$ cat config.mk
export PLATFORM = sky130hd
export DESIGN_NAME = hex_word_formatter
export DESIGN_NICKNAME = d
export VERILOG_FILES = /design/src/rtl/hex_word_formatter.sv
export SDC_FILE = /design/constraint.sdc
export NUM_CORES = 1
export LEC_CHECK = 0
export ABC_AREA = 1
export CAP_MARGIN = 20
export CORE_MARGIN = 2
export CORE_UTILIZATION = 35
export CTS_CLUSTER_SIZE = 8
export DETAILED_ROUTE_END_ITERATION = 12
export PLACE_DENSITY_LB_ADDON = 0.15
export RECOVER_POWER = 100
export SKIP_CTS_REPAIR_TIMING = 1
export SYNTH_ARGS = -nofsm -noshare
export SYNTH_HDL_FRONTEND = slang
export SYNTH_SLANG_ARGS = --single-unit
$ cat constraint.sdc
create_clock -name clock -period 3.3 [get_ports clock]
set_clock_uncertainty 0.2 [all_clocks]
set_input_delay 0.825 -clock clock [delete_from_list [all_inputs] [get_ports clock]]
set_output_delay 0.825 -clock clock [all_outputs]
set_load 0.02 [all_outputs]
$ cat src/rtl/hex_word_formatter.sv
// hex_word_formatter
//   Takes whole binary words over a valid/ready handshake and streams them
//   byte by byte as printable ASCII hex text, e.g. "0xDEADBEEF\r\n", into a
//   byte-wide transmitter handshake (serial_transmitter).
//
// Parameters
//   WORD_WIDTH : input word width, multiple of 4, 4..64
//   PREFIX_EN  : 1 -> emit "0x" before the digits
//   UPPERCASE  : 1 -> hex letters A-F, 0 -> a-f
//
// Ports
//   clock             : single clock, all state changes on its rising edge
//   reset             : asynchronous, active-low
//   word_data         : word to print
//   word_valid        : producer has a word
//   word_ready        : block can accept a word (IDLE, out of reset)
//   tx_data           : current ASCII byte to the transmitter
//   tx_data_available : tx_data is valid
//   tx_ready          : transmitter takes the byte on this edge
//   busy              : a word is being emitted
module hex_word_formatter #(
    parameter int WORD_WIDTH = 32,
    parameter bit PREFIX_EN  = 1'b1,
    parameter bit UPPERCASE  = 1'b1
) (
    input  logic                  clock,
    input  logic                  reset,
    input  logic [WORD_WIDTH-1:0] word_data,
    input  logic                  word_valid,
    output logic                  word_ready,
    output logic [7:0]            tx_data,
    output logic                  tx_data_available,
    input  logic                  tx_ready,
    output logic                  busy
);

    localparam int N  = WORD_WIDTH / 4;
    localparam int CW = (N > 1) ? $clog2(N) : 1;
    localparam logic [CW-1:0] LAST_DIGIT = CW'(N - 1);
    localparam logic [7:0]    ALPHA_BASE = UPPERCASE ? 8'h41 : 8'h61;

    typedef enum logic [2:0] {
        IDLE,
        PFX0,
        PFX1,
        DIGIT,
        CR,
        LF
    } state_t;

    state_t                state;
    logic [WORD_WIDTH-1:0] shreg;
    logic [CW-1:0]         cnt;
    logic                  out_en;   // low through reset and until the first edge after release
    logic                  accept;
    logic                  consume;
    logic [3:0]            nib;
    logic [7:0]            nib_ascii;

    assign accept            = word_valid && word_ready;
    assign consume           = tx_data_available && tx_ready;
    assign busy              = (state != IDLE);
    assign tx_data_available = busy;
    assign word_ready        = out_en && (state == IDLE);

    // Digits leave MSB nibble first; the shift register always holds the
    // nibble being presented at its top.
    assign nib = shreg[WORD_WIDTH-1 -: 4];

    always_comb begin
        nib_ascii = 8'h00;
        if (nib < 4'd10)
            nib_ascii = 8'h30 + {4'h0, nib};
        else
            nib_ascii = ALPHA_BASE + {4'h0, nib} - 8'd10;
    end

    // Byte presented is purely a function of state, so holding state while
    // tx_ready is low holds the byte without any extra register.
    always_comb begin
        tx_data = 8'h00;
        case (state)
            PFX0:    tx_data = 8'h30;
            PFX1:    tx_data = 8'h78;
            DIGIT:   tx_data = nib_ascii;
            CR:      tx_data = 8'h0D;
            LF:      tx_data = 8'h0A;
            default: tx_data = 8'h00;
        endcase
    end

    always_ff @(posedge clock or negedge reset) begin
        if (!reset) begin
            state  <= IDLE;
            shreg  <= '0;
            cnt    <= '0;
            out_en <= 1'b0;
        end else begin
            out_en <= 1'b1;
            case (state)
                IDLE: begin
                    if (accept) begin
                        shreg <= word_data;
                        cnt   <= LAST_DIGIT;
                        state <= PREFIX_EN ? PFX0 : DIGIT;
                    end
                end
                PFX0: if (consume) state <= PFX1;
                PFX1: if (consume) state <= DIGIT;
                DIGIT: begin
                    if (consume) begin
                        shreg <= shreg << 4;
                        // Counter is never decremented past zero; zero marks the last digit.
                        if (cnt == '0)
                            state <= CR;
                        else
                            cnt <= cnt - 1'b1;
                    end
                end
                CR: if (consume) state <= LF;
                LF: if (consume) state <= IDLE;
                default: state <= IDLE;
            endcase
        end
    end

endmodule

# Word-level counts from Yosys, hierarchy flattened
# Index checks and enable logic that the tools add are counted.
[op_classes]
n_eq_ne = 13
n_mux = 17
n_reduce_logical = 10
n_lt_le_gt_ge = 1
add_sub_neg = 4
[ops]
columns = ["operator", "count"]
rows = [
  ["2-to-1 mux 32 bit", 2],
  ["case mux 32 bit (2 select lines)", 1],
  ["case mux 8 bit (5 select lines)", 1],
  ["2-to-1 mux 3 bit", 10],
  ["case mux 3 bit (6 select lines)", 1],
  ["inequality test 2 bit, second input constant", 8],
  ["adder 7 x 4 -> 8 bit, first input constant", 1],
  ["2-to-1 mux 8 bit", 1],
  ["subtractor 8 x 4 -> 8 bit, second input constant", 1],
  ["adder 6 x 4 -> 7 bit, first input constant", 1],
  ["AND reduction 7 bit", 1],
  ["equality test 3 x 2 -> 1 bit, second input constant", 2],
  ["equality test 3 bit, second input constant", 2],
  ["zero test 3 bit", 2],
  ["case mux 3 bit (2 select lines)", 1],
  ["< comparator 4 bit, second input constant", 1],
  ["AND reduction 4 bit", 1],
  ["equality test 3 x 1 -> 1 bit, second input constant", 1],
  ["logical AND 1 bit", 3],
  ["AND reduction 3 bit", 1],
  ["nonzero test 3 bit", 1],
  ["subtractor 3 x 1 -> 3 bit, second input constant", 1],
  ["nonzero test 2 bit", 1],
]
[totals]
out_inout_bits = 11
input_bits = 36
reg_bits = 39
elab_cells = 49

# Depth between registers and ports, before layout
[depth]
word_depth = 5
ltp_mapped = 9
depth_no_buf = 8

# Least setup slack after synthesis
# Ideal clock, no wire load.
[synth_timing]
path_kind = "reg2out"
start = "reg state[2]"
end = "out tx_data[5]"
required_ps = 2275
path_stages_with_launch = 6
t_arrival_ps = 1311
n_path_buf = 2
slack_ps = 964
cell_sequence = "dfrtp_1 > buf_2 > nor2_4 > inv_2 > buf_6 > o21ai_0"
[synth_between]
elab_chain_len = 2
word_cells_on_any_way = 6
cone_classes = "eq/ne (5); mux (1)"
[synth_rtl]
columns = ["element", "line", "text"]
rows = [
  ["from (decl)", "51", "state_t state;"],
  ["from (signal assigned)", "105", "state <= PREFIX_EN ? PFX0 : DIGIT;"],
  ["equality test 3 bit, or another cell as far along", "82", "case (state)"],
  ["case mux 8 bit (5 select lines) (*)", "82", ""],
  ["to (decl)", "31", "output logic [7:0] tx_data,"],
]
# Every way passes the cells marked *; elsewhere a longest branch is shown, timed or not.

# Worst setup path in the final report
[layout_timing]
start = "reg state[0]"
end = "out tx_data[3]"
# Same word-level chain as after synthesis.

==> results.py <==
metrics = {
    "status": {
        "status": "complete, but fails checks",
        "violations": "max-capacitance violations, max-slew violations",
    },
    "final_layout": {
        "area.growth.synth_to_final_pct": 23.0,
        "layout-drive-gt1-share_pct": 5.37,
        "antenna_cells": 0,
        "multi_input_area_um2": 1010,
        "ff_latch_area_um2": 976,
        "n_fill_cell": 669,
        "fin_area_um2": 2720,
        "nets": 394,
    },
    "timing": {
        "final-setup-viol-count": 0,
        "tns_ns": 0,
        "rsz0062_at_grt": "false",
        "tightest_slew_ns": 2.09,
        "slew_violations": 40,
        "max_freq_mhz": 323,
        "relSlewSlack_pct": -39.7,
        "final_hold_viol_count": 0,
        "finalCritPeriodShare_pct": 93.9,
        "fin_crit_ns": 3.10,
    },
    "grt": {
        "grt.met3_usage_pct": 3.36,
        "grt_util_met2_pct": 24.8,
        "antenna_found_initial": 0,
        "grt_pass1_wl_mm": 8.42,
        "grt_pass1_vias": 1917,
        "grt.met1_usage_pct": 18.7,
        "grt_util_all_layers_pct": 14.6,
        "grt-busiest-layer": "met2",
        "grt.overflow.total": 0,
        "grt_max_degree": 40,
    },
    "clocking": {
        "cts_sinks": 39,
        "clk_pin_slew_ns": 0.07,
        "clockRootBuffer": "clkbuf_8",
        "cts_max_path_buffers": 2,
        "cts_tree": "built",
        "htreeDepth": 2,
        "insertion_delay_ns": 0.28,
        "cts_buffers": 5,
    },
    "drt": {
        "first_iter_violations": 65,
        "ant_nets": 0,
        "drc": 0,
        "vias": 1955,
        "wire_per_inst_um": 10.8,
        "wl_mm": 4.65,
        "drtPass1Iterations": 4,
        "avgViaCountPerCell": 4.56,
    },
    "yosys": {
        "synth_cell_type_count": 22,
        "yosysMostFrequentCell": "nand2_1",
        "netlist_instances": 314,
        "synth_area_per_cell_um2": 7.04,
        "synth_xor_area_share_pct": 0,
        "yosys.area.top_type": "dfrtp_1",
        "synth.top_cell.area_share_pct": 44.2,
        "synth_area_um2": 2210,
        "muxShareOfSynthArea_pct": 0,
        "synth_seq_cells": 39,
        "synth_area_leaders": "dfrtp_1, nand2_1, o21ai_0",
        "synth_edf_count": 0,
        "synthFlopType": "dfrtp_1",
        "synth_nets": 353,
        "synth-compound-area-share_pct": 6.91,
        "synth_top_family_by_area": "simple AND/OR/NAND/NOR gates",
        "yosys_warnings": 0,
        "seq_area_frac_synth_pct": 44.2,
        "synthAdderAreaFrac_pct": 1.70,
        "synthArstFlopShare_pct": 100,
        "synthSimpleGateAreaFrac_pct": 36.8,
        "synth_commonest_cells": "nand2_1, dfrtp_1, o21ai_0",
    },
    "floorplan": {
        "die_w_um": 83.5,
        "core_area_um2": 6030,
        "start_util_pct": 36.7,
        "die_h_um": 83.5,
        "rows": 28,
        "fp.dieArea_um2": 6960,
        "io_pins": 47,
    },
    "hold_path": {
        "hold_path_startpoint": "cnt[1]",
        "hold_end": "cnt[1]",
        "hp-class": "register to register",
        "hold_depth": 2,
    },
    "worst_setup_path": {
        "worstSetupPathType": "register to output pin",
        "crit_fanout": 13,
        "rr_worst_depth": 8,
        "critPathArrivalTime_ns": 2.07,
        "r2r_end": "shreg[4]",
        "setup.worst_path.end_class": "output pin",
        "reg2reg_slack_ns": 0.87,
        "start_kind": "register",
        "cp_slowest_cell": "dlygate4sd3_1",
        "critPathRequiredTime_ns": 2.27,
        "path_cells": "nand2_2 -> nor2_4 -> buf_4 -> nand3_1 -> nand4_1 -> dlygate4sd3_1",
        "cpPeakStageDelay_ns": 0.67,
        "r2r_start": "state[0]",
    },
    "flow_run": {
        "max_cap_violations": 1,
    },
    "place": {
        "postPlaceCellArea_um2": 2650,
        "dp_hpwl_mm": 3.36,
        "gp_congestion": 0.742,
        "io_buffer_count": 45,
    },
    "power_and_ir_drop": {
        "ir_drop_mv": 0.558,
        "power.density_nw_per_um2": 866,
        "p_leak_nw": 1.42,
    },
}
## final cells by class
cell class / count / share of cell area [%]
Clock buffer: 5 / 2.53
Clock inverter: 1 / 0.276
Inverter: 23 / 3.18
Multi-Input combinational cell: 236 / 37.0
Sequential cell: 39 / 35.9
Tap cell: 75 / 3.45
Timing Repair Buffer: 50 / 17.6
## cells by family after synthesis
family	count (synthesis)
adder cells (fa/ha/maj)	3
AND/OR/NAND/NOR	201
other	2
AO/OA/AOI/OAI	30
buffers and inverters	39
flip-flops	39
## metrics by stage
step / hold WS (ns) / total power (W) / setup WS, ns / cells / utilization (%)
final: 0.271 / 0.00235 / 0.203 / 429 / 45.1
after global routing: 0.284 / 0.00261 / 0.0386 / 429 / 45.1
after CTS: 0.277 / 0.00243 / 0.225 / 429 / 45.2
after detailed placement: 0.259 / 0.00212 / 0.541 / 423 / 44.0
after global placement: 0.257 / 0.00210 / 0.582 / 423 / 44.0
after floorplan: 0.242 / 0.00178 / 0.964 / 314 / -
## worst max-delay path by stage
stage,from,to,slack (ns)
finish,state[0],tx_data[3],0.20
global placement,shreg[30],tx_data[4],0.58
detailed placement,state[1],word_ready,0.54
floorplan,state[2],tx_data[5],0.96
global route,shreg[29],tx_data[5],0.04
CTS,state[1],word_ready,0.23
## layer usage
metal  wire (µm)  up-vias
met5           0        -
met4          26        0
met3         186        2
met2        2130       35
met1        2300      882
li1            -     1036
## sequential cells by signal, summed over array words and instances (netlist names)
| signal | cells |
|---|---|
| shreg | 32 |
| cnt | 3 |
| state | 3 |
| out_en | 1 |
## report_power, final
part | switching [W] | internal [W]
clock network | 0.000156 | 0.000140
registers | 0.000129 | 0.000702
logic | 0.000763 | 0.000464
total | 0.00105 | 0.00131
## layout by cell type, fill, tap and decap left out, types with 3 or more instances in the layout
cell,count
a21oi_1,3
buf_4,4
clkbuf_8,5
clkdlybuf4s50_1,36
dfrtp_1,39
dlygate4sd3_1,8
ha_1,3
inv_1,22
nand2_1,175
nand3_1,14
o21ai_0,22
o21ai_1,4
## worst max-delay path, delay by kind of cell (launching register included)
kind	cells	cell delay (ns)
and+or+nand+nor	4	0.46
buffers and inverters	2	0.89
DFF	1	0.46
No activity file was read; power rests on OpenSTA's default activity.
